`config.mk`:
```
export PLATFORM = sky130hd
export DESIGN_NAME = fp_to_fixed_pipe
export DESIGN_NICKNAME = d
export VERILOG_FILES = /design/src/rtl/fpfx_pkg.sv /design/src/rtl/fpfx_round_sat.sv /design/src/rtl/fp_to_fixed_pipe.sv
export SDC_FILE = /design/constraint.sdc
export NUM_CORES = 1
export LEC_CHECK = 0
export ABC_CLOCK_PERIOD_IN_PS = 11240
export CAP_MARGIN = 20
export CORE_MARGIN = 1
export CORE_UTILIZATION = 40
export CTS_CLUSTER_SIZE = 16
export DETAILED_ROUTE_END_ITERATION = 7
export GPL_TIMING_DRIVEN = 0
export SLEW_MARGIN = 20
export SYNTH_ARGS = -nofsm -noshare
export SYNTH_HDL_FRONTEND = slang
export SYNTH_SLANG_ARGS = --single-unit
```
`constraint.sdc`:
```
create_clock -name clk -period 11.24 [get_ports clk]
set_clock_uncertainty 0.05 [all_clocks]
set_input_delay 2.248 -clock clk [delete_from_list [all_inputs] [get_ports clk]]
set_output_delay 2.248 -clock clk [all_outputs]
set_load 0.02 [all_outputs]
```
`src/rtl/fpfx_pkg.sv`:
```
// Shared types and helpers for the binary32 -> signed Q.F converter pipeline.
// The unpack helper builds the stage-1 payload straight from the operand bits.
package fpfx_pkg;

    typedef enum logic [1:0] {
        RND_RTZ   = 2'd0,
        RND_RNE   = 2'd1,
        RND_FLOOR = 2'd2,
        RND_CEIL  = 2'd3
    } round_mode_e;

    typedef enum logic [1:0] {
        CLS_ZERO   = 2'd0,
        CLS_NORMAL = 2'd1,
        CLS_INF    = 2'd2,
        CLS_NAN    = 2'd3
    } fp_class_e;

    localparam int FLAG_INEXACT = 0;
    localparam int FLAG_OVF     = 1;
    localparam int FLAG_INV     = 2;

    // Stage-1 payload: sh is a signed 10-bit left-shift amount of m
    typedef struct packed {
        logic        s;
        logic [23:0] m;
        logic [9:0]  sh;
        fp_class_e   cls;
        round_mode_e rnd;
        logic        frac_nz;
    } s1_t;

    function automatic s1_t fpfx_unpack(input logic [31:0] x, input logic [1:0] rnd,
                                        input int frac_bits);
        s1_t         u;
        logic [7:0]  e;
        logic [22:0] frac;
        e         = x[30:23];
        frac      = x[22:0];
        u.s       = x[31];
        u.m       = {1'b1, frac};
        u.sh      = {2'b00, e} - 10'd150 + 10'(frac_bits);
        u.frac_nz = |frac;
        u.rnd     = round_mode_e'(rnd);
        if (e == 8'd0)
            u.cls = CLS_ZERO;
        else if (e == 8'hFF)
            u.cls = u.frac_nz ? CLS_NAN : CLS_INF;
        else
            u.cls = CLS_NORMAL;
        return u;
    endfunction

endpackage

```
`src/rtl/fpfx_round_sat.sv`:
```
// Stage-2 datapath: align the 24-bit significand, round per mode on the
// magnitude, saturate against the signed Q.F range, then apply the sign.
module fpfx_round_sat
    import fpfx_pkg::*;
#(
    parameter int Q = 4,
    parameter int F = 23
) (
    input  logic             s_i,
    input  logic [23:0]      m_i,
    input  logic [9:0]       sh_i,
    input  logic [1:0]       cls_i,
    input  logic [1:0]       rnd_i,
    input  logic             frac_nz_i,
    output logic [Q+F-1:0]   data_o,
    output logic [2:0]       flags_o
);
    localparam int W = Q + F;
    localparam logic [64:0]  LIM_POS = (65'd1 << (W - 1)) - 65'd1;
    localparam logic [64:0]  LIM_NEG = 65'd1 << (W - 1);
    localparam logic [W-1:0] SAT_POS = {1'b0, {(W-1){1'b1}}};
    localparam logic [W-1:0] SAT_NEG = {1'b1, {(W-1){1'b0}}};

    logic signed [9:0] sh;
    logic [4:0]        nsh;
    logic [49:0]       rsh;
    logic [63:0]       mag;
    logic [64:0]       mag_r;
    logic [W-1:0]      mag_w;
    logic              guard, sticky, big, inexact, inc, ovf;

    assign sh  = $signed(sh_i);
    assign nsh = 5'd0 - sh_i[4:0];
    assign rsh = {m_i, 26'd0} >> nsh;

    // Left shifts beyond 40 already exceed any W<=32 range; flag as big
    always_comb begin
        mag    = '0;
        guard  = 1'b0;
        sticky = 1'b0;
        big    = 1'b0;
        if (!sh[9]) begin
            if (sh > 10'sd40)
                big = 1'b1;
            else
                mag = {40'd0, m_i} << sh[5:0];
        end else if (sh < -10'sd25) begin
            sticky = 1'b1;
        end else begin
            mag    = {40'd0, rsh[49:26]};
            guard  = rsh[25];
            sticky = |rsh[24:0];
        end
    end

    assign inexact = guard | sticky;

    always_comb begin
        inc = 1'b0;
        case (round_mode_e'(rnd_i))
            RND_RTZ:   inc = 1'b0;
            RND_RNE:   inc = guard & (sticky | mag[0]);
            RND_FLOOR: inc = s_i & inexact;
            RND_CEIL:  inc = ~s_i & inexact;
            default:   inc = 1'b0;
        endcase
    end

    assign mag_r = {1'b0, mag} + {64'd0, inc};
    assign ovf   = big | (mag_r > (s_i ? LIM_NEG : LIM_POS));
    assign mag_w = mag_r[W-1:0];

    always_comb begin
        data_o  = '0;
        flags_o = '0;
        case (fp_class_e'(cls_i))
            CLS_NAN:  flags_o[FLAG_INV] = 1'b1;
            CLS_INF: begin
                data_o            = s_i ? SAT_NEG : SAT_POS;
                flags_o[FLAG_OVF] = 1'b1;
            end
            CLS_ZERO: flags_o[FLAG_INEXACT] = frac_nz_i;
            default: begin
                if (ovf) begin
                    data_o            = s_i ? SAT_NEG : SAT_POS;
                    flags_o[FLAG_OVF] = 1'b1;
                end else begin
                    data_o                = s_i ? ({W{1'b0}} - mag_w) : mag_w;
                    flags_o[FLAG_INEXACT] = inexact;
                end
            end
        endcase
    end

endmodule

```
`src/rtl/fp_to_fixed_pipe.sv`:
```
// Two-stage valid/ready binary32 -> signed Q.F converter: S1 holds the
// unpacked operand, S2 holds the rounded/saturated result.
module fp_to_fixed_pipe
    import fpfx_pkg::*;
#(
    parameter int Q = 4,
    parameter int F = 23
) (
    input  logic             clk,
    input  logic             rst,
    input  logic             in_valid,
    output logic             in_ready,
    input  logic [31:0]      in_data,
    input  logic [1:0]       in_rnd,
    output logic             out_valid,
    input  logic             out_ready,
    output logic [Q+F-1:0]   out_data,
    output logic [2:0]       out_flags
);
    localparam int W = Q + F;

    s1_t          s1_q, s1_d;
    logic         s1_v_q, s1_v_d;
    logic         out_v_q, out_v_d;
    logic [W-1:0] out_data_q, out_data_d;
    logic [2:0]   out_flags_q, out_flags_d;
    logic         s2_adv, s1_adv;
    logic [W-1:0] rs_data;
    logic [2:0]   rs_flags;

    assign s2_adv   = !out_v_q || out_ready;
    assign s1_adv   = s1_v_q && s2_adv;
    assign in_ready = !s1_v_q || s1_adv;

    fpfx_round_sat #(.Q(Q), .F(F)) u_round_sat (
        .s_i       (s1_q.s),
        .m_i       (s1_q.m),
        .sh_i      (s1_q.sh),
        .cls_i     (s1_q.cls),
        .rnd_i     (s1_q.rnd),
        .frac_nz_i (s1_q.frac_nz),
        .data_o    (rs_data),
        .flags_o   (rs_flags)
    );

    // Result registers only load on a real S1->S2 move, so a stalled output holds
    always_comb begin
        s1_v_d      = s1_v_q;
        s1_d        = s1_q;
        out_v_d     = out_v_q;
        out_data_d  = out_data_q;
        out_flags_d = out_flags_q;
        if (s2_adv) begin
            out_v_d = s1_v_q;
            if (s1_v_q) begin
                out_data_d  = rs_data;
                out_flags_d = rs_flags;
            end
        end
        if (in_ready) begin
            s1_v_d = in_valid;
            if (in_valid)
                s1_d = fpfx_unpack(in_data, in_rnd, F);
        end
    end

    always_ff @(posedge clk or posedge rst) begin
        if (rst) begin
            s1_q        <= '0;
            s1_v_q      <= 1'b0;
            out_v_q     <= 1'b0;
            out_data_q  <= '0;
            out_flags_q <= '0;
        end else begin
            s1_q        <= s1_d;
            s1_v_q      <= s1_v_d;
            out_v_q     <= out_v_d;
            out_data_q  <= out_data_d;
            out_flags_q <= out_flags_d;
        end
    end

    assign out_valid = out_v_q;
    assign out_data  = out_data_q;
    assign out_flags = out_flags_q;

endmodule

```
# After elaboration in Yosys (flattened, before gate mapping)
# Index checks and enable logic that the tools add are counted.
dict set report classes {
  n_addsub 5
  magnitude_cmp 3
  n_eq_ne 6
  shift 2
  n_mux 23
  bitwise_logic 7
  reduce_logical 14
}
# cell n
set op_table {}
lappend op_table {{64-bit two-way mux} 2}
lappend op_table {{27-bit two-way mux} 4}
lappend op_table {{64-bit by 1-bit adder with 65-bit output} 1}
lappend op_table {{65-bit greater-than comparator} 1}
lappend op_table {{24-bit by 6-bit << shifter with 64-bit output} 1}
lappend op_table {{27-bit case mux with 2 select lines} 1}
lappend op_table {{50-bit by 5-bit right shift with 50-bit output} 1}
lappend op_table {{1-bit by 27-bit subtractor with 27-bit output, first input constant} 1}
lappend op_table {{25-bit OR reduction} 1}
lappend op_table {{24-bit two-way mux} 1}
lappend op_table {{23-bit OR reduction} 1}
lappend op_table {{9-bit by 6-bit adder with 10-bit output, second input constant} 1}
lappend op_table {{10-bit by 7-bit greater-than comparator with 1-bit output, second input constant} 1}
lappend op_table {{10-bit by 6-bit < comparator with 1-bit output, second input constant} 1}
lappend op_table {{1-bit two-way mux} 10}
lappend op_table {{8-bit by 8-bit subtractor with 9-bit output, second input constant} 1}
lappend op_table {{2-bit equality test, second input constant} 4}
lappend op_table {{8-bit equality test, second input constant} 1}
lappend op_table {{8-bit zero test} 1}
lappend op_table {{1-bit by 5-bit subtractor with 5-bit output, first input constant} 1}
lappend op_table {{2-bit zero test} 2}
lappend op_table {{2-bit two-way mux} 2}
lappend op_table {{1-bit case mux with 2 select lines} 2}
lappend op_table {{1-bit case mux with 4 select lines} 1}
lappend op_table {{9 further kinds} 17}
dict set report word_totals {
  reg_bits 72
  inputBits 38
  output_inout_bits 32
  word_cells 70
}

# Depth between registers and ports, before layout
# Gate-level depths: netlist of run 1.
dict set report logic_depth {
  depth_word 13
  ltp_mapped 44
  mapped_depth_nobuf 34
}

# Cells and area by module
# From an unflattened synthesis of run 1, not the netlist that was laid out.
dict set report unflattened {
  hier_cells 1220
  hier_area_um2 10635.2
}
# module n_inst cells_per_inst area_each_um2 seq_area_each_um2
set modules_own_cells {}
lappend modules_own_cells {fpfx_round_sat 1 994 7544.7 0.0}
lappend modules_own_cells {fp_to_fixed_pipe 1 226 3090.5 1801.7}

# Worst setup path before layout of run 1
# No wires, ideal clock.
dict set report synth_path {
  path_type {register -> register}
  from {register s1_q[5] (netlist name)}
  to {register out_data_q[15], in the netlist out_data[15]}
  setup_time_ns 0.082
  arrival_time_ns 7.686
  required_time_ns 11.108
  path_slack_ns 3.422
  path_stages_with_launch 42
  n_path_buf 10
  period_less_slack_ns 7.818
  cell_sequence {dfrtp_1 > buf_6 > buf_8 > inv_2 > buf_2 > buf_2 > ha_1 > xor2_4 > buf_6 > buf_12 > buf_4 > mux2_2 > a21oi_1 > nor3_1 > a31oi_1 > o41a_1 > nor2_1 > nor2_1 > [... 6 more ...] > nand4_1 > nor4_4 > xor2_2 > inv_2 > ha_1 > nand4_1 > nor3_1 > nand4_1 > a32oi_1 > nand3_1 > a2111oi_0 > and4bb_1 > buf_2 > and2_1 > buf_2 > inv_1 > or3_1 > a31oi_1}
}
dict set report synth_via {
  elab_chain_cells 13
  elab_cells_between_ends 28
  cone_classes {3 x add/sub; 3 x order compare; 2 x shift; 13 x mux; 6 x bitwise; 1 x reduce/logical}
}
# element line
set synth_rtl {}
lappend synth_rtl {{from (decl)} fp_to_fixed_pipe.sv:22} ;# s1_t s1_q, s1_d;
lappend synth_rtl {{from (signal assigned)} fp_to_fixed_pipe.sv:69} ;# s1_q <= '0;
lappend synth_rtl {{from (signal assigned)} fp_to_fixed_pipe.sv:75} ;# s1_q <= s1_d;
lappend synth_rtl {{1-bit by 5-bit subtractor with 5-bit output} fpfx_round_sat.sv:33} ;# assign nsh = 5'd0 - sh_i[4:0];
lappend synth_rtl {{50-bit by 5-bit right shift with 50-bit output} fpfx_round_sat.sv:34} ;# assign rsh = {m_i, 26'd0} >> nsh;
lappend synth_rtl {{25-bit OR reduction} fpfx_round_sat.sv:52} ;# sticky = |rsh[24:0];
lappend synth_rtl {{1-bit two-way mux} fpfx_round_sat.sv:47} ;# end else if (sh < -10'sd25) begin
lappend synth_rtl {{1-bit two-way mux} fpfx_round_sat.sv:42} ;# if (!sh[9]) begin
lappend synth_rtl {{1-bit bitwise OR (on tied branches)} {fpfx_round_sat.sv:56, fpfx_round_sat.sv:62}}
lappend synth_rtl {{1-bit bitwise AND (on tied branches)} {fpfx_round_sat.sv:64, fpfx_round_sat.sv:62, fpfx_round_sat.sv:63}}
lappend synth_rtl {{1-bit case mux with 4 select lines} fpfx_round_sat.sv:60} ;# case (round_mode_e'(rnd_i))
lappend synth_rtl {{64-bit by 1-bit adder with 65-bit output} fpfx_round_sat.sv:69} ;# assign mag_r = {1'b0, mag} + {64'd0, inc};
lappend synth_rtl {{65-bit greater-than comparator / 1-bit by 27-bit subtractor with 27-bit output (equally long branches)} {fpfx_round_sat.sv:70, fpfx_round_sat.sv:88}}
lappend synth_rtl {{1-bit bitwise OR / 27-bit two-way mux (equally long branches)} {fpfx_round_sat.sv:70, fpfx_round_sat.sv:88}}
lappend synth_rtl {{27-bit two-way mux (*)} fpfx_round_sat.sv:84} ;# if (ovf) begin
lappend synth_rtl {{27-bit case mux with 2 select lines (*)} fpfx_round_sat.sv:76} ;# case (fp_class_e'(cls_i))
lappend synth_rtl {{to (signal assigned)} fp_to_fixed_pipe.sv:78} ;# out_data_q <= out_data_d;
lappend synth_rtl {{to (decl)} fp_to_fixed_pipe.sv:25} ;# logic [W-1:0] out_data_q, out_data_d;
# Mark *: on every way between the ends. The rest lies on a longest branch, timed or not.
# A chain may end at the register's enable or synchronous reset.

# Final worst setup path of run 1
dict set report layout_path {
  from {register s1_q[5] (netlist name)}
  to {register out_data_q[16], in the netlist out_data[16]}
}
# Same word-level chain as after synthesis.

==> impl_metrics.py, run 1 <==
metrics = {
    "power": {
        "worst_ir_drop_vdd_v": 0.0000808,
        "power.density_nw_per_um2": 176,
        "p_int_uw": 1060,
        "combPwrFrac_pct": 70.4,
        "p_sw_uw": 1160,
        "p_clk_share_pct": 13.2,
        "pwr-share-seq_pct": 16.4,
        "power.total_uw": 2220,
        "swShare_pct": 52.2,
        "leakagePower_uw": 0.00492,
    },
    "synthesis": {
        "netlist.area_leader.share_pct": 16.1,
        "synth_area_leaders": "dfrtp_1, mux2_2, mux4_2, mux2i_1, ha_1",
        "syn-num-nets": 1403,
        "yosys.area.top_type": "dfrtp_1",
        "synth_edf_count": 0,
        "synth_commonest_cells": "nor2_1, nand2_1, mux2i_1",
        "synth_area_um2": 11200,
        "yosysUniqueCellTypes": 111,
        "ys_ff_latch": 72,
        "syn_inst": 1328,
        "synth_seq_area_share_pct": 16.1,
        "yosysMostFrequentCell": "nor2_1",
        "yosys_warnings": 0,
        "synth_flop_cell": "dfrtp_1",
        "synth_area_per_cell_um2": 8.43,
        "async_flop_share_pct": 100,
    },
    "layout": {
        "n_fill_cell": 2760,
        "diodes": 0,
        "area_delta_synth_final_pct": 13.1,
        "utilization_pct": 46.6,
        "drive_gt1_share_pct": 17.2,
        "num-nets-final": 1483,
    },
    "clock_tree": {
        "htree_levels": 3,
        "cts_buffers": 9,
        "hold_buffers": 0,
        "cts_resized": 0,
        "cts_max_path_buffers": 2,
        "cts.sinks": 72,
        "clk-insertion-delay-late_ns": 0.36,
        "cts_setup_buffers": 0,
        "clkSlewWorstSetupHoldPaths_ns": 0.07,
        "cts_root_buf": "clkbuf_16",
        "cts_tree": "done",
    },
    "sta": {
        "holdWs_ns": 0.428,
        "hold_viol_final": 0,
        "worst_slew_pin_slew_ns": 1.12,
        "rsz0062_at_grt": "false",
        "final-setup-viol-count": 0,
        "max_freq_mhz": 96.4,
        "finalCritPeriodShare_pct": 92.3,
        "slew_violations": 0,
        "layout_min_cycle_time_ns": 10.38,
        "tns_ns": 0,
        "relSlewSlack_pct": 24.5,
    },
    "detailed_routing": {
        "drt_pass1_iterations": 8,
        "wire_per_inst_um": 25.5,
        "drt_iter0_markers": 1777,
        "via_count": 12100,
        "vias_per_cell": 6.79,
        "drt_wl_total_um": 45500,
        "ant_nets": 0,
        "drcViolationCount": 0,
    },
    "min_path": {
        "hp-class": "flip-flop to flip-flop",
    },
    "floorplanning": {
        "core_um2": 27200,
        "die_w_um": 169,
        "fp.dieArea_um2": 28600,
        "fp.dieH_um": 169,
        "initial_utilization_pct": 41.2,
        "ios": 70,
        "rows": 60,
    },
    "worst_setup_path": {
        "slowest_delay_ns": 0.53,
        "r2r_setup_slack_ns": 0.86,
        "end_kind": "flip-flop",
        "critPathSlowestCell": "ha_1",
        "crit_arrival_ns": 10.55,
        "worstPathRequired_ns": 11.41,
        "crit_fanout": 10,
        "critPathTopFamily": "simple AND/OR/NAND/NOR gates",
        "crit_type": "flip-flop to flip-flop",
        "crit_buf_inv": 10,
        "cp-start-kind": "flip-flop",
    },
    "placement": {
        "hpwl_um": 35900,
        "gp_congestion": 1.04,
        "io_buffers": 68,
    },
    "flow_run": {
        "cap_violations": 0,
    },
    "grt": {
        "track_usage_pct": 32.0,
        "grt_pass1_wl_um": 69800,
        "grt_max_degree": 50,
        "grt_antenna_before_repair": 1,
        "grt_overflow_total": 0,
        "grt_pass1_vias": 11600,
    },
    "outcome": {
        "outcome": "completed",
    },
}
==> worst paths after layout <==
path,start,endpoint,cells after the start
worst max-delay path,s1_q[5],out_data[16],39
worst min register to register,out_flags[2],out_flags[2],2
min in group asynchronous,rst,out_data[6],2
worst min-delay path,out_flags[2],out_flags[2],2
worst max register to register,s1_q[5],out_data[16],39
max in group asynchronous,rst,s1_q[20],3
==> flip-flops by register name, indices dropped and copies added, names as in the netlist <==
signal,cells
out_valid,1
out_data,27
s1_v_q,1
s1_q,40
out_flags,3
==> tightest hold or removal path, cell delays in order (launching register included) <==
cell	delay, ns
dfrtp_1	0.35
nand2_1	0.05
nand2_1	0.05
==> power groups by stage <==
stage                     clock, uW  combinational, uW  sequential, uW
final                           293               1560             365
after global routing            306               1640             372
after CTS                       296               1510             364
after detailed placement          0               1500             369
after global placement            0               1500             367
after floorplan                   0                990             399
==> stage by stage <==
step	area (um2)	instances	worst slack, ns
after floorplan	11200	1328	3.42
after global placement	12300	1768	1.25
after detailed placement	12400	1769	1.24
after CTS	12700	1785	1.19
after global routing	12700	1785	0.109
final	12700	1785	0.863
==> kinds of logic after synthesis <==
group           count (synthesis)  share of synthesized area, %
flops                          72                          16.1
fa+ha+maj                      37                          4.14
compound gates                371                          24.4
mux                           185                          21.6
xor+xnor                       43                          3.73
buf+inv                       153                          7.07
simple gates                  467                          22.9
==> cell usage in the layout (no fill, tap or decap), types with 10 or more instances in the layout <==
cell type | netlist | final
o211ai_1 | 19 | 19
nand2b_1 | 18 | 18
o31ai_1 | 10 | 10
mux4_2 | 35 | 35
mux2_2 | 73 | 73
a22oi_1 | 13 | 13
nor3_1 | 39 | 39
buf_6 | 12 | 12
nand3_1 | 41 | 41
clkbuf_1 | 56 | 56
a221oi_1 | 14 | 14
a31oi_1 | 23 | 23
ha_1 | 37 | 37
and2_1 | 18 | 18
nor2_1 | 103 | 103
xor2_1 | 11 | 11
inv_1 | 30 | 29
dfrtp_1 | 72 | 72
mux2i_1 | 74 | 74
o21a_1 | 11 | 11
nor4_1 | 20 | 20
clkdlybuf4s50_1 | 0 | 68
nor2b_1 | 11 | 11
nand4_1 | 30 | 30
xnor2_1 | 28 | 28
a211oi_1 | 16 | 16
buf_4 | 13 | 13
o21ai_0 | 51 | 51
a21o_1 | 18 | 18
and3_1 | 15 | 15
a21oi_1 | 66 | 66
buf_2 | 27 | 27
nand2_1 | 101 | 101
==> metal layers <==
layer | global-route usage [%] | vias to the layer above | part of all wire [%]
li1 | - | 5310 | -
met1 | 46.2 | 5917 | 44
met2 | 46.8 | 769 | 42
met3 | 6.06 | 121 | 11
met4 | 12.1 | 0 | 3.7
met5 | 0 | - | 0
==> cell type report <==
cell class,count,area (um2),area share [%]
plain buffers,117,656,5.18
clock buffers,9,225,1.78
clock inverters,7,60.1,0.475
inverters,36,138,1.09
multi-input cells,1103,8600,68.0
flip-flops and latches,72,1800,14.2
well taps,372,465,3.68
repair buffers,69,708,5.60
Note: power is estimated with default switching activity, not from simulation.
==> inputs of run 2 (changes only) <==
--- a/config.mk
+++ b/config.mk
@@ -5,7 +5,6 @@
 export SDC_FILE = /design/constraint.sdc
 export NUM_CORES = 1
 export LEC_CHECK = 0
-export ABC_CLOCK_PERIOD_IN_PS = 11240
 export CAP_MARGIN = 20
 export CORE_MARGIN = 1
 export CORE_UTILIZATION = 40
==> results of run 2 <==
The final DEF is identical to that of run 1; final timing and power are the same.
==> inputs of run 3 (changes only) <==
--- a/config.mk
+++ b/config.mk
@@ -5,12 +5,12 @@
 export SDC_FILE = /design/constraint.sdc
 export NUM_CORES = 1
 export LEC_CHECK = 0
-export CAP_MARGIN = 20
 export CORE_MARGIN = 1
 export CORE_UTILIZATION = 40
 export CTS_CLUSTER_SIZE = 16
 export DETAILED_ROUTE_END_ITERATION = 7
 export GPL_TIMING_DRIVEN = 0
+export SETUP_SLACK_MARGIN = 0.1
 export SLEW_MARGIN = 20
 export SYNTH_ARGS = -nofsm -noshare
 export SYNTH_HDL_FRONTEND = slang
==> results of run 3 <==
The final DEF is identical to that of run 1; final timing and power are the same.
==> edit, RTL diff (settings of run 1) <==
`F` is set to 23 in 2 places; all go to 46.
--- a/src/rtl/fpfx_round_sat.sv
+++ b/src/rtl/fpfx_round_sat.sv
@@ -5,5 +5,5 @@
 #(
     parameter int Q = 4,
-    parameter int F = 23
+    parameter int F = 46
 ) (
     input  logic             s_i,
--- a/src/rtl/fp_to_fixed_pipe.sv
+++ b/src/rtl/fp_to_fixed_pipe.sv
@@ -5,5 +5,5 @@
 #(
     parameter int Q = 4,
-    parameter int F = 23
+    parameter int F = 46
 ) (
     input  logic             clk,
Ports: changed (resized out_data); port bits go from 70 to 93. The function was not compared with the original's and may differ.
==> edit against run 1 <==
Clock power rose by 4%. Synthesized cell count is 22% higher. Fmax shrank 4.1%. Sequential cell count is 23 higher. Design area is 18% higher. Routed wire length increased by 23%. Area after synthesis grew 17%. Power increased by 21%. Setup slack worse by 450 ps. Critical path type unchanged.
==> edit: results (changes against run 1) <==
| Metric | Value |
|---|---|
| Status | `complete, no violations` |
| Layout clock area frac | `1.94% (-0.31 points)` |
| Peak supply drop | `89.0 uV (+10%)` |
| Critical path arrival | `11090 ps (+540 ps)` |
| Layout cells sized above 1 | `13.3% (-3.9 points)` |
| DP HPWL | `44.7 mm (+25%)` |
| Max FFs per register | `50 (+25%)` |
| Via density | `6.69 (-1.5%)` |
| CP peak stage delay | `610 ps (+80 ps)` |
| Initial antenna violation count | `0 (-1)` |
| Comb_multi_in | `1362 (+23%)` |
| R2R Setup Slk | `410 ps (-450 ps)` |
| DR WL/cell | `25.8 um (+1.0%)` |
| Vias in the first global route | `13613 (+18%)` |
| Post-synth cell types | `112 (+0.90%)` |
| Dominant cells by area after synthesis | `dfrtp_1 18%, mux4_2 7.1%, ha_1 5.5%` |
| Post-synthesis register bit count | `95 (+32%)` |
| Slew HR | `23.5% (-0.97 points)` |
| Non-clk buf share | `10.4% (-0.34 points)` |
| Total GRT Usage | `33.3% (+1.3 points)` |
| P_leak | `5.95 nW (+21%)` |
| Port Buffers | `91 (+34%)` |
| CP max-delay cell | `dfrtp_1` |
| Reg2reg path depth | `42 (+7.7%)` |
| Clock buffers | `10 (+1)` |
| Setup WS pre-CTS | `19.2 ps (-1220 ps)` |
| Final nets | `1825 (+23%)` |
| Multi-input gate share of total cell area | `66.8% (-1.1 points)` |
| Net Sw Frac | `52.8% (+0.61 points)` |
| Mapped Nets | `1721 (+23%)` |
| Post-synthesis xor/xnor area fraction | `3.13% (-0.61 points)` |
| Post-route clock period utilization | `96.3% (+4.0 points)` |
| Filler Cells Inserted | `3303 (+20%)` |
| GPL Wtd Cong | `0.965 (-7.4%)` |
| Mux share of post-synthesis cell area | `17.4% (-4.3 points)` |
| Post-CTS sizing | `1 (+1)` |
| Register area | `2380 um^2 (+32%)` |
==> edit: metrics by stage <==
step	power [W]	area [um^2]	TNS, ps	hold WS [ps]
2_1_floorplan	0.00167	13100	0	399
3_3_place_gp	0.00232	14500	-240	413
3_5_place_dp	0.00231	14600	0	416
4_1_cts	0.00263	14900	0	442
5_1_grt	0.00282	14900	0	457
6_report	0.00270	14900	0	435
==> edit: power groups by stage <==
stage / sequential [W] / combinational, W / clock, W
global placement: 0.000507 / 0.00181 / 0
floorplan: 0.000565 / 0.00111 / 0
detailed placement: 0.000505 / 0.00181 / 0
global route: 0.000510 / 0.00199 / 0.000326
finish: 0.000501 / 0.00189 / 0.000306
CTS: 0.000499 / 0.00182 / 0.000313
==> edit: routing by layer <==
metal	GRT usage (%)	vias up	share of wire, %
li1	-	6445	-
met1	47.5	7119	44
met2	49.8	830	43
met3	7.53	109	10
met4	9.97	0	2.6
met5	0	-	0
